[src/rtl/seq_bin2bcd_signed.sv]
// Sequential signed binary-to-BCD converter. It performs one shift-add-3 step per clock and
// produces a sign flag, DIGITS BCD digits of magnitude, and an overflow flag.
module seq_bin2bcd_signed #(
  parameter int IN_W   = 9,
  parameter int DIGITS = 3
) (
  input  logic                  CLOCK_50,
  input  logic                  reset,
  input  logic                  start,
  input  logic [IN_W-1:0]       bin_in,
  output logic                  busy,
  output logic                  done,
  output logic [4*DIGITS-1:0]   bcd_out,
  output logic                  neg,
  output logic                  overflow
);

  // One guard digit above the visible ones holds |bin_in| exactly (2^IN_W <= 10^(DIGITS+1)).
  localparam int SW = 4 * (DIGITS + 1);
  localparam int CW = $clog2(IN_W + 1);

  typedef enum logic [1:0] {
    S_IDLE,
    S_SHIFT,
    S_DONE
  } state_t;

  state_t              r_state;
  state_t              w_state_nxt;
  logic [SW-1:0]       r_scratch;
  logic [SW-1:0]       w_adj;
  logic [SW-1:0]       w_scratch_shift;
  logic [IN_W-1:0]     r_mag;
  logic [IN_W-1:0]     w_mag_in;
  logic [CW-1:0]       r_cnt;
  logic                r_sign;
  logic                w_accept;
  logic                w_last_shift;
  logic                w_ovf;
  logic [4*DIGITS-1:0] r_bcd;
  logic                r_neg;
  logic                r_ovf;

  // NOTE: every signal this block writes gets a default first; otherwise a missed branch infers a latch.
  always_comb begin
    w_state_nxt  = r_state;
    busy         = 1'b0;
    done         = 1'b0;
    w_accept     = 1'b0;
    w_last_shift = 1'b0;
    case (r_state)
      S_IDLE: begin
        if (start) begin
          w_accept    = 1'b1;
          w_state_nxt = S_SHIFT;
        end
      end
      S_SHIFT: begin
        busy = 1'b1;
        if (r_cnt == CW'(IN_W - 1)) begin
          w_last_shift = 1'b1;
          w_state_nxt  = S_DONE;
        end
      end
      S_DONE: begin
        busy        = 1'b1;
        done        = 1'b1;
        w_state_nxt = S_IDLE;
      end
      default: w_state_nxt = S_IDLE;
    endcase
  end

  always_comb begin
    w_adj = r_scratch;
    for (int d = 0; d < DIGITS + 1; d++) begin
      if (r_scratch[4*d +: 4] >= 4'd5) begin
        w_adj[4*d +: 4] = r_scratch[4*d +: 4] + 4'd3;
      end
    end
    w_scratch_shift = {w_adj[SW-2:0], r_mag[IN_W-1]};
    w_ovf           = |w_scratch_shift[SW-1:4*DIGITS];
    // The most-negative input negates to 2^(IN_W-1), which still fits unsigned in IN_W bits.
    w_mag_in        = bin_in[IN_W-1] ? ((~bin_in) + IN_W'(1)) : bin_in;
  end

  // NOTE: sequential state uses non-blocking assignments so all registers update from pre-edge values.
  always_ff @(posedge CLOCK_50 or posedge reset) begin
    if (reset) begin
      r_state <= S_IDLE;
    end else begin
      r_state <= w_state_nxt;
    end
  end

  always_ff @(posedge CLOCK_50 or posedge reset) begin
    if (reset) begin
      r_scratch <= '0;
      r_mag     <= '0;
      r_cnt     <= '0;
      r_sign    <= 1'b0;
      r_bcd     <= '0;
      r_neg     <= 1'b0;
      r_ovf     <= 1'b0;
    end else begin
      if (w_accept) begin
        r_sign    <= bin_in[IN_W-1];
        r_mag     <= w_mag_in;
        r_scratch <= '0;
        r_cnt     <= '0;
      end else if (r_state == S_SHIFT) begin
        r_scratch <= w_scratch_shift;
        r_mag     <= {r_mag[IN_W-2:0], 1'b0};
        r_cnt     <= r_cnt + CW'(1);
      end
      // Results are loaded as the final shift lands, so they are already valid while done is high.
      if (w_last_shift) begin
        r_ovf <= w_ovf;
        r_neg <= r_sign & (w_scratch_shift != '0);
        r_bcd <= w_ovf ? {DIGITS{4'h9}} : w_scratch_shift[4*DIGITS-1:0];
      end
    end
  end

  assign bcd_out  = r_bcd;
  assign neg      = r_neg;
  assign overflow = r_ovf;

endmodule
[config.mk]
export PLATFORM = sky130hd
export DESIGN_NAME = seq_bin2bcd_signed
export DESIGN_NICKNAME = d
export VERILOG_FILES = /design/src/rtl/seq_bin2bcd_signed.sv
export SDC_FILE = /design/constraint.sdc
export NUM_CORES = 1
export LEC_CHECK = 0
export BUFFER_PORTS_ARGS = -buffer_cell sky130_fd_sc_hd__buf_2
export CAP_MARGIN = 15
export CORE_MARGIN = 3
export CORE_UTILIZATION = 30
export DETAILED_ROUTE_END_ITERATION = 12
export PLACE_DENSITY_LB_ADDON = 0.08
export SKIP_CTS_REPAIR_TIMING = 1
export SLEW_MARGIN = 15
export SYNTH_ARGS = -nofsm -noshare
export SYNTH_HDL_FRONTEND = slang
export SYNTH_SLANG_ARGS = --single-unit
[constraint.sdc]
create_clock -name CLOCK_50 -period 2.1 [get_ports CLOCK_50]
set_clock_uncertainty 0.1 [all_clocks]
set_input_delay 0.63 -clock CLOCK_50 [delete_from_list [all_inputs] [get_ports CLOCK_50]]
set_output_delay 0.63 -clock CLOCK_50 [all_outputs]
set_load 0.1 [all_outputs]
==> flow_summary.yaml <==
outcome:
  status: "complete, no violations"
global_routing:
  grt_pass1_vias: 1958
  antenna_found_initial: 0
  use_met2: 0.190
  grt_busiest_layer: "met2"
  overflow: 0
  grt_usage: 0.120
  grtUsageMet3: 0.0281
  grt_pass1_wl_mm: 9.58
  grt_start_max_net_pins: 47
  use_met1: 0.164
sta:
  grt_setup_unrepaired: "no"
  maxSlewViolCount: 0
  tightest_slew_ps: 496
  hold-worst-slack_ps: 254
  slew_headroom: 0.672
  timing_hold_violations_final: 0
  finalSetupViolCount: 0
  fmax_mhz: 499
  timing.final.crit_share: 0.954
  post-route-min-period_ps: 2000
placed_design:
  hpwlAfterDp_mm: 4.04
  portBuffers: 27
  place_congestion: 0.756
  dpl_cell_area_mm2: 0.00302
power:
  power.switching_mw: 2.53
  seq_power_share: 0.290
  power_leakage_nw: 1.46
  power.density_mw_per_mm2: 1620
  internal-power_mw: 2.61
  pwr-share-clk: 0.124
  switching_share: 0.493
  peakVddDrop_mv: 0.857
  p_comb_frac: 0.586
drt:
  drtAntennaViolNets: 0
  drt_iter0_drc: 56
  vias_per_cell: 4.81
  firstDrtPassIters: 4
  vias: 2058
  routedWlPerCell_um: 13.2
  wl_mm: 5.64
  drc: 0
setup_path:
  startpoint_type: "flip-flop"
  startpoint: "r_scratch[4]"
  r2r_start: "r_scratch[4]"
  crit_required_ps: 2160
  critPathKind: "reg -> reg"
  crit_fanout: 4
  worstSetupEndpointType: "flip-flop"
  cp_data_arrival_time_ps: 2070
logic_synthesis:
  ys_warn_count: 0
  synth_cells: 284
  synth_cell_type_count: 35
  avgSynthCellArea_um2: 9.23
  ys_ff_latch: 46
  syn_nets: 311
  netlist_area_mm2: 0.00262
  ys_seq_area_frac: 0.439
clock_network:
  cts.reportedPaths.clkPinSlew_ps: 90
  clkSinkCount: 46
  insertion_delay_ps: 290
  root_buffer: "clkbuf_8"
  cts_buffers: 5
  clock_path_buffers: 2
  cts.htree.levels: 2
  cts_tree: "done"
job:
  cap_violations: 0
final_layout:
  fin_nets: 349
  diodes: 0
  stdcell_area_mm2: 0.00318
  drive_gt1_frac: 0.198
  ff_latch_area_mm2: 0.00115
  multi_input_area_mm2: 0.00140
  fill_cells: 842
  area_growth_pct: 21.2
die:
  dieHeight_um: 99.5
  std_cell_rows: 33
  die_width_um: 99.5
  core_region_area_mm2: 0.00834
  die_area_mm2: 0.00989
  start_util: 0.314
  io_pins: 28
worst_hold_path:
  hold_path_class: "in -> async"
-- Yosys cell counts, drive strengths merged --
master / count / share of area
o21ai: 25 / 0.048
or3: 3 / 0.0091
o31ai: 2 / 0.0057
nand4: 2 / 0.0048
a41oi: 1 / 0.0033
o211a: 1 / 0.0038
clkbuf: 10 / 0.014
and2: 2 / 0.0048
nor2b: 1 / 0.0024
o21a: 1 / 0.0029
a21o: 2 / 0.0057
a31oi: 6 / 0.014
nor2: 26 / 0.037
nand3b: 1 / 0.0029
and3: 2 / 0.0048
a2111oi: 3 / 0.017
xor2: 2 / 0.0067
o211ai: 4 / 0.011
mux2i: 20 / 0.076
a21boi: 1 / 0.0029
nand2b: 6 / 0.014
buf: 3 / 0.0057
a211oi: 4 / 0.011
nor3b: 7 / 0.020
dfrtp: 46 / 0.44
inv: 16 / 0.023
xnor2: 11 / 0.037
a21oi: 17 / 0.032
or2: 1 / 0.0024
ha: 15 / 0.072
nand3: 6 / 0.011
nand2: 37 / 0.053
-- sequential cells by signal, indices dropped and copies added (netlist names) --
| signal | cells |
|---|---|
| r_sign | 1 |
| r_mag | 9 |
| bcd_out | 12 |
| r_cnt | 4 |
| r_scratch | 16 |
| overflow | 1 |
| r_state | 2 |
| neg | 1 |
-- cells by family (layout without fill, tap and decap cells) --
| logic type | after synthesis | count (layout) | synth area share |
|---|---|---|---|
| adders and majority gates | 15 | 15 | 0.0716 |
| AOI/OAI and AO/OA | 67 | 67 | 0.159 |
| and+or+nand+nor | 94 | 94 | 0.167 |
| xor gates and xnor gates | 13 | 13 | 0.0435 |
| buffers and inverters | 29 | 68 | 0.0430 |
| DFF | 46 | 46 | 0.439 |
| muxes | 20 | 20 | 0.0764 |
-- through the flow --
stage                      util  setup TNS, ps  power, mW  instances  setup WS [ps]
after floorplan               -              0       3.75        284           80.6
after global placement    0.362              0       4.45        420           82.7
after detailed placement  0.362              0       4.45        420          0.629
after CTS                 0.375          -28.5       5.11        428          -28.5
after global routing      0.381              0       5.53        428          0.579
final                     0.381              0       5.14        428           96.4
-- path summary, 6_finish.rpt --
| path | endpoint | slack, ps | depth (start not counted) |
|---|---|---|---|
| setup / recovery | neg | 100 | 6 |
| hold / removal | r_cnt[1] | 250 | 3 |
| setup reg to reg | neg | 100 | 6 |
| hold reg to reg | overflow | 380 | 2 |
| max in group asynchronous | r_scratch[0] | 1400 | 3 |
| min in group CLOCK_50 | overflow | 380 | 2 |
-- critical path, cell delays in order (launching register included) --
cell	delay (ps)
dfrtp_1	430
ha_1	210
nand2b_1	150
a21o_1	190
or3_4	340
a2111oi_4	300
a41oi_1	160
-- power groups by stage --
stage | Clock, mW | Sequential [mW] | Combinational (mW)
6_report | 0.638 | 1.49 | 3.01
5_1_grt | 0.705 | 1.55 | 3.28
4_1_cts | 0.669 | 1.48 | 2.96
3_5_place_dp | 0 | 1.50 | 2.95
3_3_place_gp | 0 | 1.49 | 2.95
2_1_floorplan | 0 | 2.16 | 1.59
-- layout make-up --
cell class / count / area share
flip-flops and latches: 46 / 0.363
well taps: 105 / 0.0414
multi-input cells: 209 / 0.442
repair buffers: 44 / 0.100
clock buffers: 8 / 0.0347
inverters: 16 / 0.0189
-- cells in the final DEF, fill, tap and decap left out, types with 2 or more instances in the layout --
cell type and count:
clkbuf_8 8, and2_1 2, inv_2 2, xor2_1 2, o211ai_1 4, buf_2 25, nand2_1 37, buf_12 4
a211oi_1 4, o21ai_0 5, ha_4 2, inv_1 14, mux2i_1 20, nor2_1 26, or3_1 2, o31ai_1 2
buf_4 15, dfrtp_1 45, nor3b_1 7, nand3_1 6, a21oi_1 17, xnor2_1 11, ha_1 12, o21ai_1 20
a31oi_1 5, a2111oi_2 2, a21o_1 2, nand4_1 2, nand2b_1 6
-- routing by layer --
layer / part of all wire / routed length [um] / vias up
met5: 0 / 0 / -
met4: 0.0074 / 42 / 0
met3: 0.041 / 232 / 4
met2: 0.45 / 2520 / 45
met1: 0.50 / 2850 / 960
li1: - / - / 1049
(Power assumes the default switching activity.)
